--- src/rtl/sad_pkg.sv ---
// Shared sizing helpers and default geometry for the SAD pipeline engine.
package sad_pkg;

    localparam int SAD_PIX_W      = 8;
    localparam int SAD_LANES      = 4;
    localparam int SAD_BLK_PIXELS = 16;
    localparam int SAD_IDX_W      = 16;

    // Ceiling log2; returns 0 for an input of 1.
    function automatic int sad_clog2(input int value);
        int result;
        int v;
        result = 0;
        v = value - 1;
        while (v > 0) begin
            result = result + 1;
            v = v >> 1;
        end
        return result;
    endfunction

    // Accumulator width: a full window of maximum differences fits without overflow.
    function automatic int sad_acc_w(input int pix_w, input int blk_pixels);
        return pix_w + sad_clog2(blk_pixels);
    endfunction

    // Adder-tree output width: one beat's worth of maximum differences.
    function automatic int sad_tree_w(input int pix_w, input int lanes);
        return pix_w + sad_clog2(lanes);
    endfunction

endpackage

--- src/rtl/sad_adder_tree.sv ---
// Registered lane reduction for the SAD pipeline (second stage).
// Sums LANES unsigned differences and passes the beat's valid/first/last tags alongside.
module sad_adder_tree import sad_pkg::*; #(
    parameter int LANES = SAD_LANES,
    parameter int IN_W  = SAD_PIX_W
) (
    input  logic                                 clk,
    input  logic                                 rst,
    input  logic                                 i_en,
    input  logic                                 i_clear,
    input  logic                                 i_valid,
    input  logic                                 i_first,
    input  logic                                 i_last,
    input  logic [LANES*IN_W-1:0]                i_diff,
    output logic                                 o_valid,
    output logic                                 o_first,
    output logic                                 o_last,
    output logic [sad_tree_w(IN_W, LANES)-1:0]   o_sum
);

    localparam int OUT_W = sad_tree_w(IN_W, LANES);

    logic [OUT_W-1:0] w_sum;
    logic [OUT_W-1:0] r_sum;
    logic             r_valid;
    logic             r_first;
    logic             r_last;

    // Combinational sum of all lane differences, widened so it cannot wrap.
    always_comb begin
        w_sum = '0;
        for (int i = 0; i < LANES; i++) begin
            w_sum = w_sum + OUT_W'(i_diff[i*IN_W +: IN_W]);
        end
    end

    // Stage register: clear flushes, enable low holds during a downstream stall.
    always_ff @(posedge clk or posedge rst) begin
        if (rst) begin
            r_valid <= 1'b0;
            r_first <= 1'b0;
            r_last  <= 1'b0;
            r_sum   <= '0;
        end else if (i_clear) begin
            r_valid <= 1'b0;
            r_first <= 1'b0;
            r_last  <= 1'b0;
            r_sum   <= '0;
        end else if (i_en) begin
            r_valid <= i_valid;
            r_first <= i_first;
            r_last  <= i_last;
            r_sum   <= w_sum;
        end
    end

    assign o_valid = r_valid;
    assign o_first = r_first;
    assign o_last  = r_last;
    assign o_sum   = r_sum;

endmodule

--- src/rtl/sad_pipe_engine.sv ---
// Pipelined sum-of-absolute-differences engine: S1 abs diff, S2 adder tree, S3 accumulate.
// One window SAD per BLK_PIXELS pixels, delivered with a valid/ready handshake and window index.
// Optional minimum tracking (best_sad/best_idx) is built only when MIN_TRACK_EN is defined.
module sad_pipe_engine import sad_pkg::*; #(
    parameter int PIX_W      = SAD_PIX_W,
    parameter int LANES      = SAD_LANES,
    parameter int BLK_PIXELS = SAD_BLK_PIXELS,
    parameter int IDX_W      = SAD_IDX_W
) (
    input  logic                                    clk,
    input  logic                                    rst,
    input  logic                                    clear,
    input  logic                                    in_valid,
    output logic                                    in_ready,
    input  logic [LANES*PIX_W-1:0]                  cur_pix,
    input  logic [LANES*PIX_W-1:0]                  ref_pix,
    output logic                                    out_valid,
    input  logic                                    out_ready,
    output logic [sad_acc_w(PIX_W, BLK_PIXELS)-1:0] sad_result,
    output logic [IDX_W-1:0]                        win_idx,
    output logic [sad_acc_w(PIX_W, BLK_PIXELS)-1:0] best_sad,
    output logic [IDX_W-1:0]                        best_idx
);

    localparam int ACC_W  = sad_acc_w(PIX_W, BLK_PIXELS);
    localparam int SUM_W  = sad_tree_w(PIX_W, LANES);
    localparam int BEATS  = BLK_PIXELS / LANES;
    localparam int BEAT_W = (BEATS > 1) ? sad_clog2(BEATS) : 1;

    logic                     w_stall;
    logic                     w_accept;
    logic                     w_first;
    logic                     w_last;
    logic [LANES*PIX_W-1:0]   w_diff;
    logic [BEAT_W-1:0]        r_beat;

    logic                     r_s1_valid;
    logic                     r_s1_first;
    logic                     r_s1_last;
    logic [LANES*PIX_W-1:0]   r_s1_diff;

    logic                     w_s2_valid;
    logic                     w_s2_first;
    logic                     w_s2_last;
    logic [SUM_W-1:0]         w_s2_sum;

    logic [ACC_W-1:0]         w_total;
    logic [ACC_W-1:0]         r_acc;
    logic [ACC_W-1:0]         r_sad;
    logic                     r_out_valid;
    logic [IDX_W-1:0]         r_win_cnt;
    logic [IDX_W-1:0]         r_win_idx;

    // An unaccepted result freezes the whole pipeline; clear always wins over a beat.
    assign w_stall  = r_out_valid && !out_ready;
    assign in_ready = !w_stall;
    assign w_accept = in_valid && !w_stall && !clear;
    assign w_first  = (r_beat == '0);
    assign w_last   = (r_beat == BEAT_W'(BEATS - 1));

    // Per-lane unsigned absolute difference.
    generate
        for (genvar gi = 0; gi < LANES; gi++) begin : g_lane
            logic [PIX_W-1:0] w_cur;
            logic [PIX_W-1:0] w_ref;
            assign w_cur = cur_pix[gi*PIX_W +: PIX_W];
            assign w_ref = ref_pix[gi*PIX_W +: PIX_W];
            assign w_diff[gi*PIX_W +: PIX_W] = (w_cur >= w_ref) ? (w_cur - w_ref) : (w_ref - w_cur);
        end
    endgenerate

    // Beat position within the current window, advanced only by accepted beats.
    always_ff @(posedge clk or posedge rst) begin
        if (rst) begin
            r_beat <= '0;
        end else if (clear) begin
            r_beat <= '0;
        end else if (w_accept) begin
            r_beat <= w_last ? '0 : r_beat + BEAT_W'(1);
        end
    end

    // S1: register lane differences with their window-position tags.
    always_ff @(posedge clk or posedge rst) begin
        if (rst) begin
            r_s1_valid <= 1'b0;
            r_s1_first <= 1'b0;
            r_s1_last  <= 1'b0;
            r_s1_diff  <= '0;
        end else if (clear) begin
            r_s1_valid <= 1'b0;
            r_s1_first <= 1'b0;
            r_s1_last  <= 1'b0;
            r_s1_diff  <= '0;
        end else if (!w_stall) begin
            r_s1_valid <= w_accept;
            r_s1_first <= w_first;
            r_s1_last  <= w_last;
            r_s1_diff  <= w_diff;
        end
    end

    // S2: registered reduction of the lane differences.
    sad_adder_tree #(
        .LANES (LANES),
        .IN_W  (PIX_W)
    ) u_tree (
        .clk     (clk),
        .rst     (rst),
        .i_en    (!w_stall),
        .i_clear (clear),
        .i_valid (r_s1_valid),
        .i_first (r_s1_first),
        .i_last  (r_s1_last),
        .i_diff  (r_s1_diff),
        .o_valid (w_s2_valid),
        .o_first (w_s2_first),
        .o_last  (w_s2_last),
        .o_sum   (w_s2_sum)
    );

    // Running window total including the beat currently leaving S2.
    assign w_total = w_s2_first ? ACC_W'(w_s2_sum) : (r_acc + ACC_W'(w_s2_sum));

    // S3: accumulate beats and publish the window total on the last beat.
    always_ff @(posedge clk or posedge rst) begin
        if (rst) begin
            r_acc       <= '0;
            r_sad       <= '0;
            r_out_valid <= 1'b0;
            r_win_cnt   <= '0;
            r_win_idx   <= '0;
        end else if (clear) begin
            r_acc       <= '0;
            r_sad       <= '0;
            r_out_valid <= 1'b0;
            r_win_cnt   <= '0;
            r_win_idx   <= '0;
        end else if (!w_stall) begin
            // Not stalled means any held result was just taken, so valid follows the new arrival.
            r_out_valid <= w_s2_valid && w_s2_last;
            if (w_s2_valid) begin
                r_acc <= w_total;
                if (w_s2_last) begin
                    r_sad     <= w_total;
                    r_win_idx <= r_win_cnt;
                    r_win_cnt <= r_win_cnt + IDX_W'(1);
                end
            end
        end
    end

    assign out_valid  = r_out_valid;
    assign sad_result = r_sad;
    assign win_idx    = r_win_idx;

`ifdef MIN_TRACK_EN
    logic [ACC_W-1:0] r_best_sad;
    logic [IDX_W-1:0] r_best_idx;

    // Keep the strictly smallest window total; ties leave the earlier window in place.
    always_ff @(posedge clk or posedge rst) begin
        if (rst) begin
            r_best_sad <= '1;
            r_best_idx <= '0;
        end else if (clear) begin
            r_best_sad <= '1;
            r_best_idx <= '0;
        end else if (!w_stall && w_s2_valid && w_s2_last && (w_total < r_best_sad)) begin
            r_best_sad <= w_total;
            r_best_idx <= r_win_cnt;
        end
    end

    assign best_sad = r_best_sad;
    assign best_idx = r_best_idx;
`else
    assign best_sad = '0;
    assign best_idx = '0;
`endif

endmodule

--- config.mk ---
export PLATFORM = sky130hd
export DESIGN_NAME = sad_pipe_engine
export DESIGN_NICKNAME = d
export VERILOG_FILES = /design/src/rtl/sad_pkg.sv /design/src/rtl/sad_adder_tree.sv /design/src/rtl/sad_pipe_engine.sv
export SDC_FILE = /design/constraint.sdc
export NUM_CORES = 1
export LEC_CHECK = 0
export CAP_MARGIN = 25
export CELL_PAD_IN_SITES_DETAIL_PLACEMENT = 2
export CELL_PAD_IN_SITES_GLOBAL_PLACEMENT = 2
export CORE_MARGIN = 2
export CORE_UTILIZATION = 34
export DETAILED_ROUTE_END_ITERATION = 8
export PLACE_DENSITY = 0.88
export RECOVER_POWER = 100
export SYNTH_ARGS = -nofsm -noshare
export SYNTH_HDL_FRONTEND = slang
export SYNTH_SLANG_ARGS = --single-unit
--- constraint.sdc ---
create_clock -name clk -period 4.2 [get_ports clk]
set_clock_uncertainty 0.15 [all_clocks]
set_input_delay 0.42 -clock clk [delete_from_list [all_inputs] [get_ports clk]]
set_output_delay 0.42 -clock clk [all_outputs]
set_load 0.005 [all_outputs]
==> metrics <==
CTS Root Cell=clkbuf_16; placed inst area=around 10000 µm²; initial core utilization=0.3481; ranking of synthesized cells by area=dfrtp_1, ha_1, inv_1; setup bufs post-CTS=0; CP startpoint kind=register; H-tree level count=3; leakage dissipation=4.855 nW; Final setup violation count=0; critical path peak fanout=4; CTS Hold Buffers Added=0; gate count of the mapped netlist=1028; Fin. Hold Viols=0; clock sinks=107; Worst VDD drop=between 0.0002 and 0.00025 V; Post-synth EDFFs=0; Synth area leader=dfrtp_1; Iteration-0 DRC Markers=319; highest clock rate=about 260 MHz; crit path cell chain=ha_1, inv_1, fa_1, nor2b_1, o21ai_0, a21boi_0, o21a_1, nor2_1, xor2_1, fa_1, inv_1, ha_1, nor3_1, nor2_1, nand2_1, nor4_1, a311o_1; Max Cap Viol=3; synthesized flop and latch total=107; CP max-delay cell=fa_1; WL final=25680 µm; Rows=between 50 and 60; clock buffer depth=2; # diodes=0; relative slew slack=-0.6865; CTS tree=built; Die ar.=about 27000 µm²; post-synthesis sequential area ratio=0.3037; synth warn=0; Worst-Skew Late Latency=between 0.3 and 0.4 ns; GPL Wtd Cong=approximately 0.85; Final Cell Area=slightly above 10000 µm²; measured slew at the worst slew-check pin=2.516 ns; gr usage total=0.1969; # nets final=1274; # fillers=2816; Final Cycle Share=0.9192; Crit. End Element=register; Placeable Area=25330 µm²; Die H=165.0 µm; Synth async-reset ratio=1.000; setup repair after global routing missed its margin=no; Final Max Tran Viols=~100; ANT nets after route=0; vias per cell=5.342; Crit path required time=4.30 ns; Synth Cell Area=roughly 9000 µm²; Area Overhead vs Synth=15.77%; hold crit path type=reg -> reg; drt first pass iters=4; syn avg cell area=8.577 µm²; PD cells=approximately 340 nW/µm²; first-pass GRT wire length=43210 µm; Yosys top cell area share=0.3037; post-CTS sizing=0; Worst Path Class, Setup=reg -> reg; Arrival @ worst endpoint=3.96 ns; IO buf count=98; die width=165.0 µm; minimum clock period=just under 4 ns; hold slack final=~0.36 ns; layout cells sized above 1=0.03176; CTS clock-pin slew for the worst setup and hold paths=0.08 ns; Fin Setup TNS=0 ns; gr ovfl total=0; post-synth cell types=71; number of global-route vias before repair=8500; number of buffers created by CTS=9; final core occ=0.4030; Max stage delay on crit path=between 0.4 and 0.5 ns; via count=approximately 7700; largest net degree at the start of global routing=76; dominant synthesized flop cell=dfrtp_1; Tot Pwr=3.452 mW; DP HPWL=between 15000 and 20000 µm; DRC=0; outcome=finished, violations left; initial antenna violation count=0; failing checks=capacitance limit, slew limit; Top Ports=127; WL per Instance=17.93 µm
## cell usage in the layout, fill, tap and decap left out, types with 4 or more instances in the layout
cell type	netlist	final
inv_1	120	119
dfrtp_1	107	107
nand2_1	93	93
ha_1	89	89
nor2_1	72	75
a21oi_1	69	70
clkdlybuf4s50_1	0	63
o21ai_0	41	41
a211oi_1	34	34
dlygate4sd3_1	0	34
conb_1	1	28
mux2i_1	24	24
xor2_1	23	23
nand3_1	19	19
fa_1	19	19
nor3_1	18	18
nand4_1	18	18
a21o_1	16	16
o211ai_1	14	14
nor2b_1	14	13
nand3b_1	12	12
xnor2_1	11	11
o21a_1	10	10
and3_1	10	10
a211o_1	9	9
nor3b_1	9	9
clkbuf_16	0	9
clkbuf_1	35	9
o31a_1	6	6
and2_1	6	5
a31oi_1	5	5
nor4_1	4	4
and4_1	4	4
a311o_1	4	4
or4_1	4	4
mux2_1	1	4
a2111oi_0	4	4
a311oi_1	3	4
buf_4	29	4
## cells in the mapped netlist, drive strengths merged, types with 5 or more instances
library cell	number
and3	10
o211ai	14
nor3b	9
clkbuf	38
nand4	19
fa	19
nor2b	14
nor2	75
or4	5
xnor2	11
nand2	93
a211o	10
nor3	18
nand3b	12
buf	40
inv	120
a31oi	5
ha	89
o31a	6
a211oi	34
a311oi	5
and2	6
a21oi	72
o21ai	42
a21o	17
mux2i	24
nand3	19
xor2	23
dfrtp	107
o21a	10
mux2	5
## worst max-delay path, delay by kind of cell (launching register included)
| family | cells | cell delay [ns] |
|---|---|---|
| adder cells (fa/ha/maj) | 4 | 1.43 |
| AO/OA/AOI/OAI | 4 | 0.91 |
| AND/OR/NAND/NOR | 6 | 0.62 |
| flip-flops | 1 | 0.36 |
| XOR/XNOR | 1 | 0.15 |
| buffers and inverters | 2 | 0.12 |
## final cells by class
class,instances,area (µm²),share of cell area
multi-input combinational,750,5354,0.5245
sequential,107,2678,0.2623
inverter,120,451.7,0.04425
clock buffer,12,246.5,0.02415
tap,330,412.9,0.04045
timing repair buffer,109,1032,0.1011
clock inverter,4,32.53,0.003187
## metal layers
metal  track usage  part of all wire
met3       0.03089             0.028
met4       0.05178             0.020
met2        0.3665              0.53
met5             0                 0
met1        0.2339              0.42
## flip-flops by register name (all words and copies together) (netlist names)
| register | count |
|---|---|
| win_idx | 16 |
| u_tree.o_sum | 10 |
| out_valid | 1 |
| sad_result | 12 |
| r_acc | 12 |
| r_s1_valid | 1 |
| r_s1_last | 1 |
| u_tree.o_valid | 1 |
| u_tree.o_last | 1 |
| u_tree.o_first | 1 |
| r_s1_first | 1 |
| r_beat | 2 |
| r_win_cnt | 16 |
| r_s1_diff | 32 |
## path summary, 6_finish.rpt
path | from | endpoint | slack (ns) | cells past startpoint
worst max-delay path | r_s1_diff[8]$_DFFE_PP0P_ | u_tree.o_sum[8]$_DFFE_PP0P_ | 0.34 | 17
min in group asynchronous | rst | r_win_cnt[5]$_DFFE_PP0P_ | 1.06 | 2
worst min-delay path | sad_result[2]$_DFFE_PP0P_ | sad_result[2]$_DFFE_PP0P_ | 0.36 | 2
worst min register to register | sad_result[2]$_DFFE_PP0P_ | sad_result[2]$_DFFE_PP0P_ | 0.36 | 2
max in group asynchronous | rst | r_s1_diff[22]$_DFFE_PP0P_ | 0.92 | 3
worst max register to register | r_s1_diff[8]$_DFFE_PP0P_ | u_tree.o_sum[8]$_DFFE_PP0P_ | 0.34 | 17
## report_power, final
group | leakage, nW | switching [mW] | total (mW) | internal (mW)
Sequential | 1.44 | 0.0852 | 1.20 | 1.12
Clock | 0.130 | 0.417 | 0.841 | 0.425
Combinational | 3.28 | 0.822 | 1.41 | 0.586
## through the flow
| stage | worst slack, ns | cells |
|---|---|---|
| floorplan | 0.7850 | 1055 |
| global placement | 0.6396 | 1416 |
| detailed placement | 0.4433 | 1416 |
| CTS | 0.3491 | 1432 |
| global route | 0.06494 | 1432 |
| finish | 0.3393 | 1432 |
## cell families (layout without fill, tap and decap cells)
logic type,after synthesis,count (layout),synth area share
buffers and inverters,198,245,0.09848
flip-flops,107,107,0.3037
multiplexers,29,29,0.03406
other,1,28,0.0004253
adder cells (fa/ha/maj),108,108,0.1694
XOR/XNOR,34,34,0.03377
AO/OA/AOI/OAI,248,248,0.1890
AND/OR/NAND/NOR,303,303,0.1711
(Power assumes the default switching activity.)
